$ cat src/rtl/mem_port_arbiter_if.sv
// Bundles the fetch, load/store and memory-side signals of the shared memory port.
// The arbiter connects through the master modport and the environment through the slave modport.
interface mem_port_arbiter_if #(
  parameter int AW = 32,
  parameter int DW = 32
);
  logic          if_req;
  logic [AW-1:0] if_addr;
  logic          if_gnt;
  logic          if_valid;
  logic [DW-1:0] if_rdata;

  logic          d_req;
  logic          d_we;
  logic [AW-1:0] d_addr;
  logic [DW-1:0] d_wdata;
  logic [2:0]    d_access;
  logic          d_gnt;
  logic          d_valid;
  logic          d_err;
  logic [DW-1:0] d_rdata;

  logic          mem_req;
  logic          mem_we;
  logic [AW-1:0] mem_addr;
  logic [DW-1:0] mem_wdata;
  logic [2:0]    mem_access;
  logic          mem_ack;
  logic [DW-1:0] mem_rdata;

  modport master (
    input  if_req, if_addr, d_req, d_we, d_addr, d_wdata, d_access, mem_ack, mem_rdata,
    output if_gnt, if_valid, if_rdata, d_gnt, d_valid, d_err, d_rdata,
           mem_req, mem_we, mem_addr, mem_wdata, mem_access
  );

  modport slave (
    output if_req, if_addr, d_req, d_we, d_addr, d_wdata, d_access, mem_ack, mem_rdata,
    input  if_gnt, if_valid, if_rdata, d_gnt, d_valid, d_err, d_rdata,
           mem_req, mem_we, mem_addr, mem_wdata, mem_access
  );
endinterface

$ cat src/rtl/mem_port_arbiter.sv
// Shares one memory port between instruction fetch and load/store, one transaction at a time,
// with fetch-starvation protection and data-access misalignment checking.
//
// state   | meaning
// IDLE    | no transaction; arbitrate pending requests
// BUSY_IF | fetch transaction on the memory port, waiting for mem_ack
// BUSY_D  | data transaction on the memory port, waiting for mem_ack
// ERR_D   | misaligned data access; report error next cycle without touching memory
module mem_port_arbiter #(
  parameter int AW           = 32,
  parameter int DW           = 32,
  parameter int STARVE_LIMIT = 4
) (
  input  logic            clk,
  input  logic            rst_n,
  mem_port_arbiter_if.master bus
);

  typedef enum logic [1:0] {IDLE, BUSY_IF, BUSY_D, ERR_D} state_t;

  localparam logic [3:0] LIMIT = 4'(STARVE_LIMIT);

  state_t        state_q, state_d;
  logic [3:0]    starve_q, starve_d;
  logic          if_gnt_q, if_gnt_d;
  logic          if_valid_q, if_valid_d;
  logic [DW-1:0] if_rdata_q, if_rdata_d;
  logic          d_gnt_q, d_gnt_d;
  logic          d_valid_q, d_valid_d;
  logic          d_err_q, d_err_d;
  logic [DW-1:0] d_rdata_q, d_rdata_d;
  logic          mem_req_q, mem_req_d;
  logic          mem_we_q, mem_we_d;
  logic [AW-1:0] mem_addr_q, mem_addr_d;
  logic [DW-1:0] mem_wdata_q, mem_wdata_d;
  logic [2:0]    mem_access_q, mem_access_d;
  logic          misaligned;
  logic          force_fetch;

  // Reserved funct3 codes are reported as errors alongside true misalignment.
  always_comb begin
    case (bus.d_access)
      3'b000, 3'b100: misaligned = 1'b0;
      3'b001, 3'b101: misaligned = bus.d_addr[0];
      3'b010:         misaligned = |bus.d_addr[1:0];
      default:        misaligned = 1'b1;
    endcase
  end

  assign force_fetch = bus.if_req && (starve_q == LIMIT);

  always_comb begin
    state_d      = state_q;
    starve_d     = starve_q;
    if_gnt_d     = 1'b0;
    if_valid_d   = 1'b0;
    if_rdata_d   = if_rdata_q;
    d_gnt_d      = 1'b0;
    d_valid_d    = 1'b0;
    d_err_d      = 1'b0;
    d_rdata_d    = d_rdata_q;
    mem_req_d    = mem_req_q;
    mem_we_d     = mem_we_q;
    mem_addr_d   = mem_addr_q;
    mem_wdata_d  = mem_wdata_q;
    mem_access_d = mem_access_q;

    case (state_q)
      IDLE: begin
        if (!bus.if_req) starve_d = '0;
        if (bus.d_req && !force_fetch) begin
          d_gnt_d      = 1'b1;
          mem_we_d     = bus.d_we;
          mem_addr_d   = bus.d_addr;
          mem_wdata_d  = bus.d_wdata;
          mem_access_d = bus.d_access;
          if (bus.if_req) starve_d = starve_q + 4'd1;
          if (misaligned) begin
            state_d = ERR_D;
          end else begin
            state_d   = BUSY_D;
            mem_req_d = 1'b1;
          end
        end else if (bus.if_req) begin
          if_gnt_d     = 1'b1;
          mem_we_d     = 1'b0;
          mem_addr_d   = bus.if_addr;
          mem_wdata_d  = '0;
          mem_access_d = 3'b010;
          starve_d     = '0;
          state_d      = BUSY_IF;
          mem_req_d    = 1'b1;
        end
      end
      BUSY_IF: begin
        if (bus.mem_ack) begin
          if_rdata_d = bus.mem_rdata;
          if_valid_d = 1'b1;
          mem_req_d  = 1'b0;
          state_d    = IDLE;
        end
      end
      BUSY_D: begin
        if (bus.mem_ack) begin
          if (!mem_we_q) d_rdata_d = bus.mem_rdata;
          d_valid_d = 1'b1;
          mem_req_d = 1'b0;
          state_d   = IDLE;
        end
      end
      ERR_D: begin
        d_valid_d = 1'b1;
        d_err_d   = 1'b1;
        state_d   = IDLE;
      end
      default: state_d = IDLE;
    endcase
  end

  always_ff @(posedge clk or negedge rst_n) begin
    if (!rst_n) begin
      state_q      <= IDLE;
      starve_q     <= '0;
      if_gnt_q     <= 1'b0;
      if_valid_q   <= 1'b0;
      if_rdata_q   <= '0;
      d_gnt_q      <= 1'b0;
      d_valid_q    <= 1'b0;
      d_err_q      <= 1'b0;
      d_rdata_q    <= '0;
      mem_req_q    <= 1'b0;
      mem_we_q     <= 1'b0;
      mem_addr_q   <= '0;
      mem_wdata_q  <= '0;
      mem_access_q <= '0;
    end else begin
      state_q      <= state_d;
      starve_q     <= starve_d;
      if_gnt_q     <= if_gnt_d;
      if_valid_q   <= if_valid_d;
      if_rdata_q   <= if_rdata_d;
      d_gnt_q      <= d_gnt_d;
      d_valid_q    <= d_valid_d;
      d_err_q      <= d_err_d;
      d_rdata_q    <= d_rdata_d;
      mem_req_q    <= mem_req_d;
      mem_we_q     <= mem_we_d;
      mem_addr_q   <= mem_addr_d;
      mem_wdata_q  <= mem_wdata_d;
      mem_access_q <= mem_access_d;
    end
  end

  assign bus.if_gnt     = if_gnt_q;
  assign bus.if_valid   = if_valid_q;
  assign bus.if_rdata   = if_rdata_q;
  assign bus.d_gnt      = d_gnt_q;
  assign bus.d_valid    = d_valid_q;
  assign bus.d_err      = d_err_q;
  assign bus.d_rdata    = d_rdata_q;
  assign bus.mem_req    = mem_req_q;
  assign bus.mem_we     = mem_we_q;
  assign bus.mem_addr   = mem_addr_q;
  assign bus.mem_wdata  = mem_wdata_q;
  assign bus.mem_access = mem_access_q;

endmodule

$ cat src/flat_wrapper.sv
// flat-port wrapper written by rule: the top's interface ports become plain ports
module mem_port_arbiter_flat 
#(
  parameter int AW           = 32,
  parameter int DW           = 32,
  parameter int STARVE_LIMIT = 4
)
  (clk, rst_n, bus_if_req, bus_if_addr, bus_d_req, bus_d_we, bus_d_addr, bus_d_wdata, bus_d_access, bus_mem_ack, bus_mem_rdata, bus_if_gnt, bus_if_valid, bus_if_rdata, bus_d_gnt, bus_d_valid, bus_d_err, bus_d_rdata, bus_mem_req, bus_mem_we, bus_mem_addr, bus_mem_wdata, bus_mem_access);
  mem_port_arbiter_if #(.AW(AW), .DW(DW)) bus_i ();
  input  logic clk;
  input  logic rst_n;
  input wire logic [$bits(bus_i.if_req)-1:0] bus_if_req;
  input wire logic [$bits(bus_i.if_addr)-1:0] bus_if_addr;
  input wire logic [$bits(bus_i.d_req)-1:0] bus_d_req;
  input wire logic [$bits(bus_i.d_we)-1:0] bus_d_we;
  input wire logic [$bits(bus_i.d_addr)-1:0] bus_d_addr;
  input wire logic [$bits(bus_i.d_wdata)-1:0] bus_d_wdata;
  input wire logic [$bits(bus_i.d_access)-1:0] bus_d_access;
  input wire logic [$bits(bus_i.mem_ack)-1:0] bus_mem_ack;
  input wire logic [$bits(bus_i.mem_rdata)-1:0] bus_mem_rdata;
  output wire logic [$bits(bus_i.if_gnt)-1:0] bus_if_gnt;
  output wire logic [$bits(bus_i.if_valid)-1:0] bus_if_valid;
  output wire logic [$bits(bus_i.if_rdata)-1:0] bus_if_rdata;
  output wire logic [$bits(bus_i.d_gnt)-1:0] bus_d_gnt;
  output wire logic [$bits(bus_i.d_valid)-1:0] bus_d_valid;
  output wire logic [$bits(bus_i.d_err)-1:0] bus_d_err;
  output wire logic [$bits(bus_i.d_rdata)-1:0] bus_d_rdata;
  output wire logic [$bits(bus_i.mem_req)-1:0] bus_mem_req;
  output wire logic [$bits(bus_i.mem_we)-1:0] bus_mem_we;
  output wire logic [$bits(bus_i.mem_addr)-1:0] bus_mem_addr;
  output wire logic [$bits(bus_i.mem_wdata)-1:0] bus_mem_wdata;
  output wire logic [$bits(bus_i.mem_access)-1:0] bus_mem_access;
  assign bus_i.if_req = bus_if_req;
  assign bus_i.if_addr = bus_if_addr;
  assign bus_i.d_req = bus_d_req;
  assign bus_i.d_we = bus_d_we;
  assign bus_i.d_addr = bus_d_addr;
  assign bus_i.d_wdata = bus_d_wdata;
  assign bus_i.d_access = bus_d_access;
  assign bus_i.mem_ack = bus_mem_ack;
  assign bus_i.mem_rdata = bus_mem_rdata;
  assign bus_if_gnt = bus_i.if_gnt;
  assign bus_if_valid = bus_i.if_valid;
  assign bus_if_rdata = bus_i.if_rdata;
  assign bus_d_gnt = bus_i.d_gnt;
  assign bus_d_valid = bus_i.d_valid;
  assign bus_d_err = bus_i.d_err;
  assign bus_d_rdata = bus_i.d_rdata;
  assign bus_mem_req = bus_i.mem_req;
  assign bus_mem_we = bus_i.mem_we;
  assign bus_mem_addr = bus_i.mem_addr;
  assign bus_mem_wdata = bus_i.mem_wdata;
  assign bus_mem_access = bus_i.mem_access;
  mem_port_arbiter #(.AW(AW), .DW(DW), .STARVE_LIMIT(STARVE_LIMIT)) u_core (.clk(clk), .rst_n(rst_n), .bus(bus_i));
endmodule
$ cat config.mk
export PLATFORM = sky130hd
export DESIGN_NAME = mem_port_arbiter_flat
export DESIGN_NICKNAME = d
export VERILOG_FILES = /design/src/rtl/mem_port_arbiter_if.sv /design/src/rtl/mem_port_arbiter.sv /design/src/flat_wrapper.sv
export SDC_FILE = /design/constraint.sdc
export NUM_CORES = 1
export LEC_CHECK = 0
export BUFFER_PORTS_ARGS = -buffer_cell sky130_fd_sc_hd__buf_2
export CAP_MARGIN = 10
export CORE_MARGIN = 4
export CORE_UTILIZATION = 47
export CTS_CLUSTER_DIAMETER = 80
export DETAILED_ROUTE_END_ITERATION = 16
export PLACE_DENSITY = 0.8
export SKIP_CTS_REPAIR_TIMING = 1
export SYNTH_ARGS = -nofsm -noshare
export SYNTH_HDL_FRONTEND = slang
export SYNTH_SLANG_ARGS = --single-unit
$ cat constraint.sdc
create_clock -name clk -period 1.93 [get_ports clk]
set_input_delay 0.579 -clock clk [delete_from_list [all_inputs] [get_ports clk]]
set_output_delay 0.579 -clock clk [all_outputs]
set_load 0.05 [all_outputs]
# --- Yosys cells after proc, flatten, opt, wreduce, memory -nomap -nowiden ---
# Index checks and enable logic that the tools add are counted.
totals:
  reg_bits: 144
  latch_bits: 0
  ramBits: 0
  romBits: 0
  output_inout_bits: 138
  elab_cells: 73
  mem_count: 0
op_classes:
  add_sub_neg: 1
  multipliers: 0
  div: 0
  order_cmp: 0
  eq_ne: 11
  shift: 0
  n_mux: 30
  n_bitwise: 1
  reduce_logical: 16
op_table:
  columns: ["cell", "n"]
  rows:
  - ["$mux 32", 4]
  - ["$mux 1", 15]
  - ["$mux 4", 2]
  - ["$reduce_or 2->1", 4]
  - ["$eq 3x3->1 const B", 2]
  - ["$mux 2", 3]
  - ["$mux 3", 2]
  - ["$pmux 2 s3", 1]
  - ["$reduce_and 2->1", 3]
  - ["$add 4x1->4 const B", 1]
  - ["$eq 2x2->1 const B", 2]
  - ["$eq 4x3->1 const B", 1]
  - ["$pmux 1 s2", 2]
  - ["$reduce_and 4->1", 1]
  - ["$reduce_bool 2->1", 2]
  - ["$eq 3x1->1 const B", 1]
  - ["$eq 3x2->1 const B", 1]
  - ["$logic_not 3->1", 1]
  - ["$ne 3x2->1 const B", 1]
  - ["$ne 3x3->1 const B", 1]
  - ["$pmux 1 s3", 1]
  - ["$reduce_and 3->1", 1]
  - ["$eq 2x1->1 const B", 1]
  - ["$logic_and 1x1->1", 2]
  - ["other kinds (4)", 4]

# --- Logic depth before layout (Yosys ltp) ---
depth:
  word_depth: 6
  ltp_mapped: 8
  mapped_depth_nobuf: 6

# --- Worst setup path after synthesis ---
# Ideal clock, no wire load.
synth_timing:
  path_type: "input-to-reg"
  startpoint: "input port bus_if_req"
  endpoint: "register u_core.mem_addr_q[11], in the netlist u_core.bus.mem_addr[11]"
  setup_time_ps: 80
  arrival_ps: 1466
  required_ps: 1850
  setup_slack_ps: 384
  path_stages: 6
  n_path_buf: 3
  path_cell_list: "buf_4 > o21ai_1 > buf_2 > buf_2 > nand2_1 > o211ai_2"
synth_between:
  elab_chain_len: 5
  elab_cells_between_ends: 6
synth_lines:
  columns: ["item", "line", "text"]
  rows:
  - ["start: declaration", "flat_wrapper.sv:12", "input wire logic [$bits(bus_i.if_req)-1:0] bus_if_req;"]
  - ["$logic_and 1x1->1", "mem_port_arbiter.sv:50", "assign force_fetch = bus.if_req && (starve_q == LIMIT);"]
  - ["$logic_not 1->1", "mem_port_arbiter.sv:71", "if (bus.d_req && !force_fetch) begin"]
  - ["$logic_and 1x1->1", "mem_port_arbiter.sv:71", null]
  - ["$reduce_bool 2->1 (no line)", null, null]
  - ["$reduce_and 2->1 (no line)", null, null]
  - ["end signal: assignment", "mem_port_arbiter.sv:148", "mem_addr_q <= mem_addr_d;"]
  - ["end: declaration", "mem_port_arbiter.sv:34", "logic [AW-1:0] mem_addr_q, mem_addr_d;"]
# Several ways; a longest one is shown, not always the timed one.
# A chain may end at the register's enable or synchronous reset.

# --- Worst setup path in the final report ---
layout_timing:
  startpoint: "register u_core.mem_req_q, in the netlist u_core.bus.mem_req"
  endpoint: "output port bus_mem_req"
layout_lines:
  columns: ["item", "line", "text"]
  rows:
  - ["start: declaration", "mem_port_arbiter.sv:32", "logic mem_req_q, mem_req_d;"]
  - ["start signal: assignment", "mem_port_arbiter.sv:146", "mem_req_q <= mem_req_d;"]
  - ["end: declaration", "flat_wrapper.sv:28", "output wire logic [$bits(bus_i.mem_req)-1:0] bus_mem_req;"]
# No word-level cell between the ends.

==> impl_metrics.py <==
metrics = {
    "clock_tree": {
        "cts.htree.levels": 4,
        "cts_tree": "done",
        "numCtsBuffers": 17,
        "path_clk_slew_ps": 60,
        "clkLatencyLatePin_ps": 410,
        "cts.sinks": 144,
        "cts_root_buf": "clkbuf_16",
        "ctsLongestPathBuffers": 2,
    },
    "synth": {
        "synth_mux_area_share_pct": 12.3,
        "synthSimpleGateAreaFrac_pct": 9.66,
        "ys_warn_count": 0,
        "async_flop_share_pct": 100,
        "synth-compound-area-share_pct": 13.4,
        "synth_fa_ha_area_share_pct": 1.23,
        "ys.flop_type": "dfrtp_1",
        "synth_top_family_by_area": "compound AO/OA/AOI/OAI gates",
        "synth-xor-area-share_pct": 0,
        "synth_top_area_share_pct": 59.2,
        "syn_inst": 465,
        "syn_area_per_cell_um2": 13.1,
        "yosysTopAreaCell": "dfrtp_1",
        "yosysUniqueCellTypes": 41,
        "ys_seq_area_share_pct": 59.2,
        "synth_edf_count": 0,
        "synth.area.top_cells": "dfrtp_1 (59%), mux2_1 (12%), o211ai_2 (6.0%), a22o_1 (5.0%), nand2_1 (4.3%)",
        "ys_seq_elements": 144,
        "synth_fp_nets": 608,
        "synth_commonest_cells": "dfrtp_1 (144), nand2_1 (70), mux2_1 (64)",
        "syn_area_um2": 6080,
        "synth.most_common_cell": "dfrtp_1",
    },
    "global_routing": {
        "grt_usage_pct": 21.7,
        "grt_max_degree": 68,
        "antenna_found_initial": 1,
        "grt_pass1_wl_um": 25500,
        "grt_pass1_vias": 5079,
        "grt-ovfl-total": 0,
    },
    "cells_and_area": {
        "drive_above_1_share_pct": 47.6,
        "diodes": 0,
        "fillers": 964,
        "stdcell_count": 922,
        "final_nets": 880,
        "syn_to_final_growth_pct": 35.3,
    },
    "timing": {
        "period_share_pct": 86.1,
        "fin_skew_ps": 8.70,
        "fmax_mhz": 602,
        "slew-limit-headroom_pct": 70.4,
        "rsz0062_at_grt": "false",
        "worst_pin_slew_ps": 444,
        "fin_crit_ps": 1660,
        "tns_ps": 0,
        "hold_viol": 0,
        "drv_slew": 0,
        "setup_viol": 0,
    },
    "place": {
        "io_buffer_count": 274,
        "place_inst": 889,
        "routabilityCongestion": 0.802,
        "place_hpwl_um": 12100,
    },
    "outcome": {
        "status": "finished, final reports clean",
    },
    "power_and_ir_drop": {
        "total_leakage_power_nw": 4.23,
        "vdd_drop_max_uv": 1030,
        "pwr_density_cell_nw_per_um2": 2170,
    },
    "die": {
        "initial_core_util_pct": 48.0,
        "core_um2": 12700,
        "fp.dieH_um": 122,
        "fp.dieArea_um2": 14800,
        "num_io_pins": 275,
        "std_cell_rows": 41,
        "die_w_um": 122,
    },
    "run": {
        "cap_violations": 0,
    },
    "setup_path": {
        "cp_max_fo": 4,
        "cpMaxStageDelayCell": "dfrtp_1",
        "worstPathRequired_ps": 1350,
        "endpoint_kind": "output pin",
        "cp_num_buf_inv": 1,
        "path_class": "flip-flop to output pin",
        "startpoint_type": "flip-flop",
        "cp_top_family": "flip-flops",
        "crit_path_cell_trace": "buf_2",
        "arrival_ps": 1080,
        "cp_slowest_stage_delay_ps": 370,
    },
    "routing": {
        "drt_wl_total_um": 16300,
        "drtIter0Drc": 298,
        "wire_per_inst_um": 17.7,
        "postRouteAntennaNets": 0,
        "drc": 0,
        "via_per_inst": 5.32,
        "vias": 4906,
        "first_pass_iters": 4,
    },
    "min_path": {
        "hold_class": "input port to flip-flop",
    },
}
[final timing paths]
check | startpoint | to | slack, ps | cells past startpoint
max | u_core.bus.mem_req | bus_mem_req | 270 | 1
min | bus_d_wdata[27] | u_core.bus.mem_wdata[27] | 400 | 2
max reg2reg | u_core.state_q[0] | u_core.bus.mem_addr[6] | 290 | 5
min reg2reg | u_core.bus.mem_addr[28] | u_core.bus.mem_addr[28] | 480 | 2
max in group asynchronous | rst_n | u_core.bus.d_valid | 670 | 3
min in group asynchronous | rst_n | u_core.bus.mem_addr[6] | 560 | 2
[cell usage in the layout, fill, tap and decap left out, types with 2 or more instances in the layout]
cell | synthesis | routed
dfrtp_1 | 144 | 144
clkinv_4 | 0 | 2
a21o_1 | 2 | 2
clkinvlp_4 | 0 | 3
o32ai_1 | 2 | 2
ha_1 | 6 | 5
mux2_1 | 64 | 64
o211ai_1 | 3 | 3
o211ai_2 | 29 | 29
clkbuf_8 | 0 | 2
clkinv_2 | 0 | 6
mux2i_1 | 3 | 3
nand4_1 | 33 | 33
nand2_1 | 70 | 70
nor2_1 | 2 | 2
clkbuf_16 | 0 | 17
o21ai_0 | 2 | 2
inv_6 | 0 | 2
buf_4 | 2 | 7
inv_1 | 8 | 8
buf_12 | 0 | 8
buf_2 | 16 | 273
a22o_1 | 35 | 35
a21oi_1 | 2 | 2
nor2b_1 | 2 | 2
[cells by family (layout without fill, tap and decap cells)]
logic type | after synthesis | after routing
AO/OA/AOI/OAI | 84 | 84
adder cells (fa/ha/maj) | 6 | 6
buffers and inverters | 46 | 331
flip-flops | 144 | 144
multiplexers | 67 | 67
AND/OR/NAND/NOR | 118 | 118
[report_power, final]
group	total, mW	switching (mW)	leakage, nW	internal (mW)
logic	9.74	7.24	2.20	2.50
registers	5.21	0.764	1.77	4.44
clock network	2.95	1.25	0.265	1.71
total	17.9	9.25	4.23	8.65
[state kept, by name, summed over array words and instances (netlist names), 2 cells and up]
name                   count
u_core.bus.d_rdata        32
u_core.bus.if_rdata       32
u_core.bus.mem_addr       32
u_core.bus.mem_wdata      32
u_core.starve_q            4
u_core.bus.mem_access      3
u_core.state_q             2
[per-layer routing]
layer  routed length, um  share of wire [%]  global-route usage [%]
met5                   7              0.043                       0
met4                 289                1.8                    6.51
met3                1480                9.1                    7.06
met2                7930                 49                    36.2
met1                6570                 40                    27.2
[metrics by stage]
stage | util, % | hold WS (ps) | setup WS, ps | cell area [um^2] | power (mW)
4_1_cts | 64.9 | -19.5 | 245 | 8230 | 18.1
2_1_floorplan | - | 283 | 384 | 6080 | 12.5
3_5_place_dp | 60.6 | 419 | 267 | 7680 | 15.0
5_1_grt | 65.0 | 379 | 170 | 8240 | 18.8
3_3_place_gp | 60.6 | 415 | 263 | 7680 | 14.7
6_report | 65.0 | 397 | 269 | 8240 | 17.9
[final cells by class]
class / instances / area, um^2 / share of cell area (%)
clock buffers: 19 / 453 / 5.50
well taps: 172 / 215 / 2.61
multi-input cells: 275 / 2240 / 27.2
inverters: 9 / 33.8 / 0.410
flip-flops and latches: 144 / 3600 / 43.8
clock inverters: 13 / 87.6 / 1.06
repair buffers: 290 / 1600 / 19.4
(Power assumes the default switching activity.)
